File: src/rtl/sound_pkg.sv
`default_nettype none
// +----------------------------------------------------------------------+
// | sound_pkg : tone codes, melody ROM entry layout and melody contents   |
// | Rev 1.0                                                               |
// +----------------------------------------------------------------------+
package sound_pkg;

   localparam logic [3:0] TONE_NONE = 4'd0;
   localparam logic [3:0] TONE_C4   = 4'd8;
   localparam logic [3:0] TONE_D4   = 4'd9;
   localparam logic [3:0] TONE_E4   = 4'd10;
   localparam logic [3:0] TONE_F4   = 4'd11;
   localparam logic [3:0] TONE_G4   = 4'd12;
   localparam logic [3:0] TONE_A4   = 4'd13;
   localparam logic [3:0] TONE_B4   = 4'd14;
   localparam logic [3:0] TONE_C5   = 4'd15;

   localparam logic [1:0] DUR_1 = 2'd0;
   localparam logic [1:0] DUR_2 = 2'd1;
   localparam logic [1:0] DUR_4 = 2'd2;
   localparam logic [1:0] DUR_8 = 2'd3;

   typedef struct packed {
      logic [3:0] tone;
      logic [1:0] dur;
      logic       last;
   } rom_entry_t;

   function automatic logic [3:0] dur_beats(input logic [1:0] dur);
      return 4'd1 << dur;
   endfunction

   // Unused slots read as a silent terminating entry so a stray index always ends the melody.
   function automatic rom_entry_t melody_entry(input logic [1:0] mel, input logic [2:0] idx);
      rom_entry_t e;
      e = '{TONE_NONE, DUR_1, 1'b1};
      case ({mel, idx})
         5'b00_000: e = '{TONE_C4, DUR_1, 1'b0};
         5'b00_001: e = '{TONE_E4, DUR_1, 1'b1};
         5'b01_000: e = '{TONE_C4, DUR_1, 1'b0};
         5'b01_001: e = '{TONE_E4, DUR_1, 1'b0};
         5'b01_010: e = '{TONE_G4, DUR_1, 1'b0};
         5'b01_011: e = '{TONE_C5, DUR_2, 1'b1};
         5'b10_000: e = '{TONE_G4, DUR_1, 1'b0};
         5'b10_001: e = '{TONE_G4, DUR_1, 1'b0};
         5'b10_010: e = '{TONE_G4, DUR_1, 1'b0};
         5'b10_011: e = '{TONE_C5, DUR_4, 1'b1};
         default: ;
      endcase
      return e;
   endfunction

endpackage
`default_nettype wire

File: src/rtl/melody_rom.sv
`default_nettype none
// +----------------------------------------------------------------------+
// | melody_rom : combinational {melody, note index} -> 7-bit entry lookup |
// | Rev 1.0                                                               |
// +----------------------------------------------------------------------+
module melody_rom
   import sound_pkg::*;
(
   input  logic [4:0] addr,
   output logic [6:0] entry
);

   assign entry = melody_entry(addr[4:3], addr[2:0]);

endmodule
`default_nettype wire

File: src/rtl/melody_sequencer.sv
`default_nettype none
// +----------------------------------------------------------------------+
// | melody_sequencer : arbitrates melody requests and steps ROM notes     |
// | Rev 1.0                                                               |
// +----------------------------------------------------------------------+
module melody_sequencer
   import sound_pkg::*;
#(
   parameter int BEAT_CYCLES = 6250000,
   parameter int GAP_CYCLES  = 500000
) (
   input  logic       clk,
   input  logic       rst,
   input  logic [2:0] req,
   output logic [3:0] tone,
   output logic       busy,
   output logic [1:0] active,
   output logic       done
);

   // Counter must also cover a gap longer than the longest note.
   localparam int c_max_cnt = (8 * BEAT_CYCLES > GAP_CYCLES) ? 8 * BEAT_CYCLES : GAP_CYCLES;
   localparam int c_cnt_w   = $clog2(c_max_cnt + 1);
   localparam logic [c_cnt_w-1:0] c_beat    = c_cnt_w'(BEAT_CYCLES);
   localparam bit                 c_has_gap = (GAP_CYCLES > 0);
   localparam logic [c_cnt_w-1:0] c_gap_end = c_has_gap ? c_cnt_w'(GAP_CYCLES - 1) : '0;

   localparam logic [1:0] c_idle = 2'd0;
   localparam logic [1:0] c_note = 2'd1;
   localparam logic [1:0] c_gap  = 2'd2;

   logic [1:0]         r_state;
   logic [c_cnt_w-1:0] r_cnt;
   logic [2:0]         r_idx;
   logic [1:0]         r_dur;
   logic               r_last;
   logic [2:0]         r_pend;
   logic [3:0]         r_tone;
   logic               r_busy;
   logic [1:0]         r_active;
   logic               r_done;

   logic [2:0]         w_reqs;
   logic               w_any;
   logic [1:0]         w_win;
   logic [2:0]         w_win_mask;
   logic               w_preempt;
   logic [c_cnt_w-1:0] w_note_end;
   logic               w_note_over;
   logic               w_boundary;
   logic               w_start;
   logic               w_advance;
   logic               w_to_gap;
   logic               w_to_idle;
   logic [4:0]         w_rom_addr;
   logic [6:0]         w_rom_data;
   rom_entry_t         w_next;
   logic [2:0]         w_pend_next;

   assign w_reqs = r_pend | req;
   assign w_any  = |w_reqs;

   always_comb begin
      w_win = 2'd0;
      if (w_reqs[2])      w_win = 2'd2;
      else if (w_reqs[1]) w_win = 2'd1;
   end

   assign w_win_mask = 3'b001 << w_win;
   // The winner is the highest pending index, so it outranks active exactly when some request does.
   assign w_preempt  = w_any && (w_win > r_active);

   assign w_note_end  = c_cnt_w'(dur_beats(r_dur)) * c_beat - c_cnt_w'(1);
   assign w_note_over = (r_state == c_note) && (r_cnt == w_note_end);
   assign w_boundary  = c_has_gap ? ((r_state == c_gap) && (r_cnt == c_gap_end)) : w_note_over;
   assign w_to_gap    = w_note_over && c_has_gap;

   assign w_start   = ((r_state == c_idle) && w_any)
                    || (w_boundary && (w_preempt || (r_last && w_any)));
   assign w_advance = w_boundary && !w_preempt && !r_last;
   assign w_to_idle = w_boundary && r_last && !w_any;

   assign w_rom_addr  = w_start ? {w_win, 3'd0} : {r_active, r_idx + 3'd1};
   assign w_next      = rom_entry_t'(w_rom_data);
   assign w_pend_next = w_reqs & ~(w_start ? w_win_mask : 3'b000);

   melody_rom u_rom (
      .addr  (w_rom_addr),
      .entry (w_rom_data)
   );

   always_ff @(posedge clk) begin
      if (rst) begin
         r_state  <= c_idle;
         r_cnt    <= '0;
         r_idx    <= 3'd0;
         r_dur    <= 2'd0;
         r_last   <= 1'b0;
         r_pend   <= 3'b000;
         r_tone   <= TONE_NONE;
         r_busy   <= 1'b0;
         r_active <= 2'd0;
         r_done   <= 1'b0;
      end else begin
         r_pend <= w_pend_next;
         r_done <= w_boundary && r_last && !w_preempt;
         if (w_start || w_advance) begin
            r_state <= c_note;
            r_cnt   <= '0;
            r_idx   <= w_start ? 3'd0 : r_idx + 3'd1;
            if (w_start) r_active <= w_win;
            r_tone  <= w_next.tone;
            r_dur   <= w_next.dur;
            r_last  <= w_next.last;
            r_busy  <= 1'b1;
         end else if (w_to_gap) begin
            r_state <= c_gap;
            r_cnt   <= '0;
            r_tone  <= TONE_NONE;
         end else if (w_to_idle) begin
            r_state  <= c_idle;
            r_cnt    <= '0;
            r_idx    <= 3'd0;
            r_tone   <= TONE_NONE;
            r_busy   <= 1'b0;
            r_active <= 2'd0;
         end else if (r_state != c_idle) begin
            r_cnt <= r_cnt + c_cnt_w'(1);
         end
      end
   end

   assign tone   = r_tone;
   assign busy   = r_busy;
   assign active = r_active;
   assign done   = r_done;

endmodule
`default_nettype wire

File: config.mk
export PLATFORM = sky130hd
export DESIGN_NAME = melody_sequencer
export DESIGN_NICKNAME = d
export VERILOG_FILES = /design/src/rtl/sound_pkg.sv /design/src/rtl/melody_rom.sv /design/src/rtl/melody_sequencer.sv
export SDC_FILE = /design/constraint.sdc
export NUM_CORES = 1
export LEC_CHECK = 0
export CORE_MARGIN = 2
export CORE_UTILIZATION = 34
export DETAILED_ROUTE_END_ITERATION = 6
export PLACE_DENSITY_LB_ADDON = 0.08
export SYNTH_ARGS = -nofsm -noshare
export SYNTH_HDL_FRONTEND = slang
export SYNTH_SLANG_ARGS = --single-unit
File: constraint.sdc
create_clock -name clk -period 5.94 [get_ports clk]
set_clock_uncertainty 0.05 [all_clocks]
set_input_delay 1.485 -clock clk [delete_from_list [all_inputs] [get_ports clk]]
set_output_delay 1.485 -clock clk [all_outputs]
set_load 0.05 [all_outputs]
== Yosys cells after proc, flatten, opt, wreduce, memory -nomap -nowiden ==
Index checks and enable logic that the tools add are counted.
Word-level totals
  flip-flop bits (word level): 45
  input bits: 5
  output and inout bits: 8
  word-level logic and storage cells: 87
Operators by class
  $add $sub $neg: 3
  $mul: 1
  magnitude comparators: 1
  equality and inequality tests: 15
  shift-type cells: 2
  multiplexer cells: 21
  bitwise operators: 3
  reductions and logical operators: 30
Operators with widths (number)
  case mux 7 bit (6 select lines): 1
  adder 26 x 1 -> 26 bit (second input constant): 1
  == test 26 x 19 -> 1 bit (second input constant): 1
  == test 26 bit: 1
  subtractor 26 x 1 -> 26 bit (second input constant): 1
  multiplier 4 x 19 -> 22 bit (second input constant): 1
  == test 5 x 4 -> 1 bit (second input constant): 4
  == test 5 bit (second input constant): 4
  2-to-1 mux 3 bit: 5
  2-to-1 mux 2 bit: 6
  2-to-1 mux 4 bit: 3
  logical AND 1 bit: 11
  OR reduction 4 bit: 2
  nonzero test 2 bit: 3
  == test 5 x 1 -> 1 bit (second input constant): 1
  logical NOT 5 bit: 1
  2-to-1 mux 1 bit: 5
  2-to-1 mux 5 bit: 1
  OR reduction 2 bit: 2
  << shifter 1 x 2 -> 4 bit (first input constant): 1
  adder 3 x 1 -> 3 bit (second input constant): 1
  bitwise AND 3 bit: 1
  logical NOT 1 bit: 3
  logical OR 1 bit: 3
  other kinds (13): 13

== Longest topological paths before layout ==
Gate-level depths: netlist of the first run.
  depth in word-level cells: 13
  depth in mapped cells: 18
  depth with buffers taken out: 16

== Cells and area by module ==
From an unflattened synthesis of the first run, not the netlist that was laid out.
Unflattened totals
  cells, all modules: 368
  area total of the unflattened synthesis: 3131.8 um^2
Modules (own cells, without submodules)
  melody_sequencer: instances 1, cells an instance 352, area each 3036.7 um^2, seq. area each 900.9 um^2
  melody_rom: instances 1, cells an instance 16, area each 95.1 um^2, seq. area each 0.0 um^2

== Least setup slack after synthesis of the first run ==
Ideal clock, no wire load.
  path type: reg2reg
  from: register r_dur[0]
  to: register r_tone[1] (netlist: tone[1])
  library setup time: 0.117 ns
  arrival: 3.703 ns
  data required time: 5.773 ns
  setup slack: 2.070 ns
  cell stages (with the launch flop): 19
  buffers on the path: 2
  clock period less this slack: 3.870 ns
  cell sequence: dfxtp_1 > inv_1 > ha_1 > clkbuf_1 > inv_1 > ha_1 > nand2_1 > nand2_1 > ha_1 > a21o_1 > ha_1 > nor2_1 > o21ai_0 > a311oi_2 > xor2_1 > o311a_1 > a311oi_2 > buf_4 > o21ai_1
Between the ends
  word-level cells in the longest chain between the ends: 7
  elaborated cells between the ends (all ways): 8
  those cells by class: 1 x add/sub; 1 x mul; 1 x eq/ne; 1 x shift; 2 x mux; 2 x reduce/logical
Ends and longest elaborated chain
  start, declared: RTL line melody_sequencer.sv:35  | logic [1:0] r_dur;
  start signal, assigned: RTL line melody_sequencer.sv:113  | r_dur <= w_next.dur;
  << shifter 1 x 2 -> 4 bit *: RTL line sound_pkg.sv:30  | return 4'd1 << dur;
  multiplier 4 x 19 -> 22 bit *: RTL line melody_sequencer.sv:73  | assign w_note_end = c_cnt_w'(dur_beats(r_dur)) * c_beat - c_cnt_w'(1);
  subtractor 26 x 1 -> 26 bit *: RTL line melody_sequencer.sv:73
  == test 26 bit *: RTL line melody_sequencer.sv:74  | assign w_note_over = (r_state == c_note) && (r_cnt == w_note_end);
  logical AND 1 bit *: RTL line melody_sequencer.sv:74
  2-to-1 mux 4 bit: RTL line melody_sequencer.sv:116  | end else if (w_to_gap) begin
  2-to-1 mux 4 bit: RTL line melody_sequencer.sv:107  | if (w_start || w_advance) begin
  end signal, assigned: RTL line melody_sequencer.sv:112  | r_tone <= w_next.tone;
  end, declared: RTL line melody_sequencer.sv:38  | logic [3:0] r_tone;
Every way passes the cells marked *; elsewhere a longest branch is shown, timed or not.
A chain may end at the register's enable or synchronous reset.

== Worst setup path in the final report of the first run ==
  from: register r_dur[0]
  to: register r_tone[0] (netlist: tone[0])
The elaborated chain is that of the path after synthesis.

==> out/metrics.yaml, run 1 <==
outcome:
  outcome: "completed"
finish:
  layout.core_utilization_pct: 38.2
  fillers: 935
  register_area_um2: 901
  area_of_the_multi_input_gates_um2: 1990
  layout_overhead_on_the_synthesized_area_pct: 9.46
  design.final.nets: 404
  post-route-cell-area_um2: 3320
  diodes: 0
  layout_commonest_cell: "sky130_fd_sc_hd__dfxtp_1"
  drive_gt1_share_pct: 4.46
  mostFrequentLayoutCells: "sky130_fd_sc_hd__dfxtp_1 (45), sky130_fd_sc_hd__nand2_1 (37), sky130_fd_sc_hd__nor3_1 (37)"
setup_path:
  setup.worst_path.class: "flop to flop"
  worst_ep_required_time_ns: 6.05
  cp_slowest_cell: "sky130_fd_sc_hd__ha_1"
  crit_family: "compound AO/OA/AOI/OAI gates"
  rr_worst_depth: 17
  critical_path.endpoint: "tone[0]"
  worst-path-buf-inv: 3
  crit_path_cell_trace: "inv_1 > ha_1 > inv_1 > ha_1 > nand2_1 > nand2_1 > ha_1 > a21o_1 > ha_1 > nor2_1 > o21ai_0 > a311oi_2 > xor2_1 > o311a_1 > a311oi_4 > buf_4 > o21ai_0"
  start_kind: "flop"
  crit_fanout: 32
  critical_path_arrival_ns: 4.52
  r2r-end: "tone[0]"
  worst_setup_path_startpoint: "r_dur[0]"
  reg2reg_slack_ns: 1.53
  cp.depth: 17
  setup.worst_path.end_class: "flop"
  cpPeakStageDelay_ns: 0.42
  timing.critical_path.mode_cell: "sky130_fd_sc_hd__ha_1"
  regToRegStartpoint: "r_dur[0]"
placed_design:
  gp_congestion: 0.819
  placedInstanceArea_um2: 3220
  hpwlAfterDp_um: 5580
  buffer_ports.inserted: 12
logic_synthesis:
  synth.largest_area_cell: "sky130_fd_sc_hd__dfxtp_1"
  synth_sequential_area_ratio_pct: 29.7
  syn_area_um2: 3030
  synth_top_cell_area_share_pct: 29.7
  synth-edff-count: 0
  number_of_synthesized_register_bits: 45
  ys_types: 60
  synth_area_per_cell_um2: 8.03
  post_synth_main_area_contributors: "sky130_fd_sc_hd__dfxtp_1 (30%), sky130_fd_sc_hd__ha_1 (7.8%), sky130_fd_sc_hd__nor3_1 (6.1%)"
  async_reset_ff_share_pct: 0
  syn-num-nets: 401
  synthesis.yosys.warnings: 0
  synthCells: 377
  synthFlopType: "sky130_fd_sc_hd__dfxtp_1"
timing:
  final.setup.tns_ns: 0
  setup_repair_after_global_routing_missed_its_margin: "no"
  max_freq_ghz: 0.227
  final.min_clock_period_ns: 4.41
  post-route-period-util_pct: 74.3
  least_margin_pin_slew_ns: 0.957
  report.final.slew_viol_count: 0
  count_of_final_setup_violators: 0
  finalHoldViolCount: 0
  worst_slew_margin_rel_pct: 36.0
grt:
  grt_overflow: 0
  first_global_vias: 2526
  global_route.usage.total_pct: 16.2
  grt_first_pass_wirelength_um: 12900
  grt_start_max_net_pins: 33
  initial_antenna_violation_count: 0
pwr:
  seq_power_share_pct: 50.8
  switching_share_pct: 30.3
  internal_power_w: 0.000445
  leakage_nw: 1.20
  p_per_area_nw_per_um2: 193
  power.net_switching_w: 0.000193
  power.share.combinational_pct: 16.9
  share_clk_of_total_power_pct: 32.3
  peak_supply_drop_mv: 0.0995
detailed_routing:
  dr_total_vias: 2616
  post_dr_vias_cell: 5.35
  drt_first_pass_iters: 4
  routed_wl_um: 7570
  ant_nets: 0
  routed_wire_length_per_instance_um: 15.5
  remaining_drc_errors: 0
  dr.first_iter.drc_count: 149
flow_run:
  drv.max_cap_violation_count: 0
clock_network:
  tritoncts_num_sinks: 45
  max-clock-path-buffers: 2
  h-tree-depth: 2
  clkTransAtPathRegs_ns: 0.08
  cts.repair.resized: 0
  clock_tree_from_tritoncts: "yes"
  tritoncts.num_buffers: 5
  clockRootBuffer: "sky130_fd_sc_hd__clkbuf_8"
  cts_setup_buffers: 0
  cts_hold_buf: 0
  clock_latency_ns: 0.30
die:
  die_height_um: 98.4
  core_region_area_um2: 8680
  die_width_um: 98.4
  die_area_um2: 9680
  io_pins: 13
  initial_core_util_pct: 34.9
  rows: 34
min_path:
  holdCritPathClass: "flop to flop"
cells in the mapped netlist, drive strengths merged, types with 2 or more instances:
| cell type | instances |
|---|---|
| a211o | 2 |
| a211oi | 4 |
| a21o | 2 |
| a21oi | 10 |
| a22oi | 3 |
| a311oi | 2 |
| and2 | 4 |
| and3 | 10 |
| and3b | 3 |
| and4 | 2 |
| buf | 10 |
| clkbuf | 8 |
| dfxtp | 45 |
| ha | 19 |
| inv | 16 |
| nand2 | 37 |
| nand2b | 4 |
| nand3 | 16 |
| nand3b | 2 |
| nand4 | 10 |
| nor2 | 29 |
| nor2b | 4 |
| nor3 | 37 |
| nor3b | 4 |
| o2111ai | 2 |
| o21a | 2 |
| o21ai | 14 |
| o22ai | 5 |
| o31ai | 4 |
| or2 | 4 |
| or3 | 5 |
| or4 | 4 |
| xnor2 | 19 |
| xor2 | 18 |
kinds of logic after synthesis:
family,after synthesis,synth area share (%)
buf+inv,34,5.00
xor+xnor,39,12.2
fa+ha+maj,19,7.85
mux,1,0.330
simple gates,179,30.6
compound gates,60,14.2
flops,45,29.7
cell type report:
cell class / instances / area share (%)
multi-input cells: 298 / 60.0
flip-flops and latches: 45 / 27.2
repair buffers: 14 / 4.08
well taps: 108 / 4.08
clock buffers: 6 / 2.49
inverters: 16 / 1.81
clock inverters: 2 / 0.415
state kept, by name (all words and copies together), names as in the netlist:
signal   flops
r_idx        3
r_dur        2
active       2
done         1
r_state      2
r_last       1
r_pend       3
r_cnt       26
busy         1
tone         4
worst reg2reg max path: stages, from the launching register on:
cell	delay, ns
sky130_fd_sc_hd__dfxtp_1	0.37
sky130_fd_sc_hd__inv_1	0.14
sky130_fd_sc_hd__ha_1	0.42
sky130_fd_sc_hd__inv_1	0.09
sky130_fd_sc_hd__ha_1	0.30
sky130_fd_sc_hd__nand2_1	0.07
sky130_fd_sc_hd__nand2_1	0.06
sky130_fd_sc_hd__ha_1	0.28
sky130_fd_sc_hd__a21o_1	0.19
sky130_fd_sc_hd__ha_1	0.35
sky130_fd_sc_hd__nor2_1	0.15
sky130_fd_sc_hd__o21ai_0	0.12
sky130_fd_sc_hd__a311oi_2	0.37
sky130_fd_sc_hd__xor2_1	0.14
sky130_fd_sc_hd__o311a_1	0.39
sky130_fd_sc_hd__a311oi_4	0.26
sky130_fd_sc_hd__buf_4	0.39
sky130_fd_sc_hd__o21ai_0	0.17
per-stage QoR:
stage | setup WS [ns] | instances | hold WS (ns) | power (W)
final | 1.53 | 489 | 0.429 | 0.000638
after global routing | 1.23 | 489 | 0.456 | 0.000675
after CTS | 1.54 | 489 | 0.435 | 0.000646
after detailed placement | 1.44 | 481 | 0.412 | 0.000440
after global placement | 1.51 | 481 | 0.422 | 0.000441
after floorplan | 2.07 | 377 | 0.419 | 0.000408
power by group through the flow:
stage | clock [W] | sequential [W] | combinational [W]
after floorplan | 0 | 0.000345 | 0.0000634
final | 0.000206 | 0.000324 | 0.000108
after global routing | 0.000229 | 0.000327 | 0.000120
after CTS | 0.000213 | 0.000324 | 0.000109
after global placement | 0 | 0.000332 | 0.000109
after detailed placement | 0 | 0.000331 | 0.000108
how the worst min path moves through the flow:
stage / slack (ns) / depth (start not counted) / startpoint / to
floorplan: 0.42 / 2 / r_idx[2] / r_idx[2]
global placement: 0.42 / 2 / busy / busy
detailed placement: 0.41 / 2 / tone[0] / tone[0]
CTS: 0.44 / 2 / tone[3] / tone[3]
global route: 0.46 / 2 / tone[3] / tone[3]
finish: 0.43 / 2 / tone[3] / tone[3]
metal layers:
metal / GRT usage, % / routed length (um)
met1: 23.1 / 3740
met2: 25.6 / 3480
met3: 2.51 / 263
met4: 4.11 / 83
met5: 0 / 0
Note: power is estimated with default switching activity, not from simulation.
==> run 2, diff against run 1 <==
==> constraint.sdc (replaced) <==
create_clock -name clk -period 4.3 [get_ports clk]
set_clock_uncertainty 0.05 [all_clocks]
set_input_delay 1.075 -clock clk [delete_from_list [all_inputs] [get_ports clk]]
set_output_delay 1.075 -clock clk [all_outputs]
set_load 0.05 [all_outputs]
==> run 2 against run 1 <==
Against the previous run: count of clock-buffer cells in the layout increased by 1; setup slack worse by 1.2 ns; hold slack better by 0.0077 ns; die area is the same; first-iteration DRC count is 1.3% higher; maximum frequency increased by 12%; cell count is 1.2% higher; sequential power rose by 38%; non-clock buffer count is 6 higher; clock power grew 65%; global-route usage grew 0.33 points; critical path type unchanged; highest routed layer unchanged.
==> out/metrics.yaml, run 2 (synthesis results as in run 1) <==
outcome:
  outcome: "completed"
detailed_routing:
  ant_nets: 0
  post_dr_vias_cell: 5.31
  remaining_drc_errors: 0
  drt_first_pass_iters: 4
  routed_wl_um: 7680
  routed_wire_length_per_instance_um: 15.5
  dr_total_vias: 2629
  dr.first_iter.drc_count: 151
finish:
  layout_overhead_on_the_synthesized_area_pct: 12.1
  mostFrequentLayoutCells: "sky130_fd_sc_hd__dfxtp_1 (43), sky130_fd_sc_hd__nand2_1 (37), sky130_fd_sc_hd__nor3_1 (37)"
  largest_register_ff_count: 26
  stdcell_count: 495
  drive_gt1_share_pct: 6.20
  layout_commonest_cell: "sky130_fd_sc_hd__dfxtp_1"
  fillers: 914
  register_containing_the_most_flip_flops_in_the_final_layout: "r_cnt"
  diodes: 0
  design.final.nets: 410
setup_path:
  timing.critical_path.mode_cell: "sky130_fd_sc_hd__ha_1"
  crit_path_cell_trace: "ha_1 > inv_1 > ha_1 > nand2_1 > nand2_1 > ha_1 > a21o_1 > ha_1 > nor2_1 > o21ai_0 > a311oi_2 > xor2_1 > o311a_1 > a311oi_4 > buf_12 > o21ai_0"
  rr_worst_depth: 16
  critical_path_arrival_ns: 4.05
  worst_setup_path_startpoint: "r_dur[1]"
  r2r-end: "tone[0]"
  cp_slowest_cell: "sky130_fd_sc_hd__dfxtp_2"
  cp.depth: 16
  reg2reg_slack_ns: 0.37
  cpPeakStageDelay_ns: 0.41
  critical_path.endpoint: "tone[0]"
  worst_ep_required_time_ns: 4.42
  regToRegStartpoint: "r_dur[1]"
  worst-path-buf-inv: 2
  crit_family: "compound AO/OA/AOI/OAI gates"
  setup.worst_path.end_class: "flop"
  crit_fanout: 32
  start_kind: "flop"
  setup.worst_path.class: "flop to flop"
pwr:
  leakage_nw: 1.24
  internal_power_w: 0.000678
  power.share.combinational_pct: 16.4
  peak_supply_drop_mv: 0.131
  switching_share_pct: 27.9
  power.net_switching_w: 0.000262
  seq_power_share_pct: 47.6
  share_clk_of_total_power_pct: 36.0
  p_per_area_nw_per_um2: 277
grt:
  global_route.usage.total_pct: 16.5
  initial_antenna_violation_count: 0
  first_global_vias: 2582
  grtUsageMet2_pct: 26.1
  grt_start_max_net_pins: 33
  most_congested_layer_reported_by_global_routing: "met2"
  grt_first_pass_wirelength_um: 13100
  met3_usage_pct: 2.29
  gr-usage-met1_pct: 23.7
  grt_overflow: 0
flow_run:
  drv.max_cap_violation_count: 0
timing:
  worst_slew_margin_rel_pct: 61.3
  final.setup.tns_ns: 0
  setup_repair_after_global_routing_missed_its_margin: "no"
  max_freq_ghz: 0.254
  count_of_final_setup_violators: 0
  least_margin_pin_slew_ns: 0.566
  report.final.slew_viol_count: 0
  post-route-period-util_pct: 91.5
  final.min_clock_period_ns: 3.93
  finalHoldViolCount: 0
clock_network:
  clockRootBuffer: "sky130_fd_sc_hd__clkbuf_8"
  clock_tree_from_tritoncts: "yes"
  max-clock-path-buffers: 2
  cts_setup_buffers: 0
  clkTransAtPathRegs_ns: 0.09
  tritoncts.num_buffers: 5
  tritoncts_num_sinks: 45
  h-tree-depth: 2
  clock_latency_ns: 0.30
min_path:
  holdCritPathClass: "flop to flop"
  worstHoldStart: "busy"
die:
  die_width_um: 98.4
  die_height_um: 98.4
  io_pins: 13
  die_area_um2: 9680
  core_region_area_um2: 8680
  initial_core_util_pct: 34.9
  rows: 34
placed_design:
  dpl.cell_count: 487
  hpwlAfterDp_um: 5630
  buffer_ports.inserted: 12
  gp_congestion: 0.791
run 2: cell types whose count changed in the layout (fill, tap and decap cells not counted), sizes merged:
| cell | previous run | this run |
|---|---|---|
| buf | 2 | 8 |
| clkinv | 2 | 0 |
| bufinv | 0 | 1 |
| clkbuf | 6 | 7 |
run 2: layer usage:
layer / up-vias / part of all wire, %
met1: 1217 / 51
met4: 0 / 1.7
met5: - / 0
met2: 38 / 44
met3: 8 / 2.8
li1: 1366 / -
run 2: power groups by stage:
stage	sequential [W]	combinational (W)	clock [W]
floorplan	0.000477	0.0000876	0
global placement	0.000458	0.000156	0
detailed placement	0.000457	0.000155	0
CTS	0.000448	0.000156	0.000348
global route	0.000450	0.000173	0.000363
finish	0.000447	0.000154	0.000339
run 2: final cells by class:
class,instances,area (um^2),share of cell area [%]
clock inverters,1,30.0,0.884
repair buffers,20,193,5.67
clock buffers,7,86.3,2.54
inverters,16,60.1,1.77
flip-flops and latches,45,903,26.6
multi-input cells,298,1990,58.5
well taps,108,135,3.98
run 2: worst min path at each step:
| stage | endpoint | slack (ns) | depth (start not counted) |
|---|---|---|---|
| after global routing | tone[2] | 0.46 | 2 |
| after detailed placement | tone[1] | 0.43 | 2 |
| after CTS | tone[3] | 0.44 | 2 |
| final | busy | 0.44 | 2 |
| after global placement | busy | 0.42 | 2 |
| after floorplan | r_idx[2] | 0.42 | 2 |
run 2: through the flow:
step                      total power [W]  utilization [%]  area [um^2]  hold slack [ns]  setup WS, ns
after CTS                        0.000952             39.1         3390            0.441         0.257
after global routing             0.000987             39.1         3400            0.458        0.0799
final                            0.000941             39.1         3400            0.436         0.367
after detailed placement         0.000613             37.8         3280            0.426         0.298
after floorplan                  0.000564                -         3030            0.419         0.430
after global placement           0.000614             37.8         3280            0.421         0.296
run 2: worst register-to-register path, delay by kind of cell, from the launching register on:
kind / cells / cell delay [ns]
compound gates: 6 / 1.46
fa+ha+maj: 4 / 1.15
flops: 1 / 0.41
buf+inv: 2 / 0.32
simple gates: 3 / 0.28
xor+xnor: 1 / 0.14
run 2: repair_timing:
item | 4_1_cts | 5_1_grt
endpoints found under the hold margin | 0 | 0
gates resized for setup | 0 | 2
setup endpoints to repair | 0 | 14
hold buffers | 0 | 0
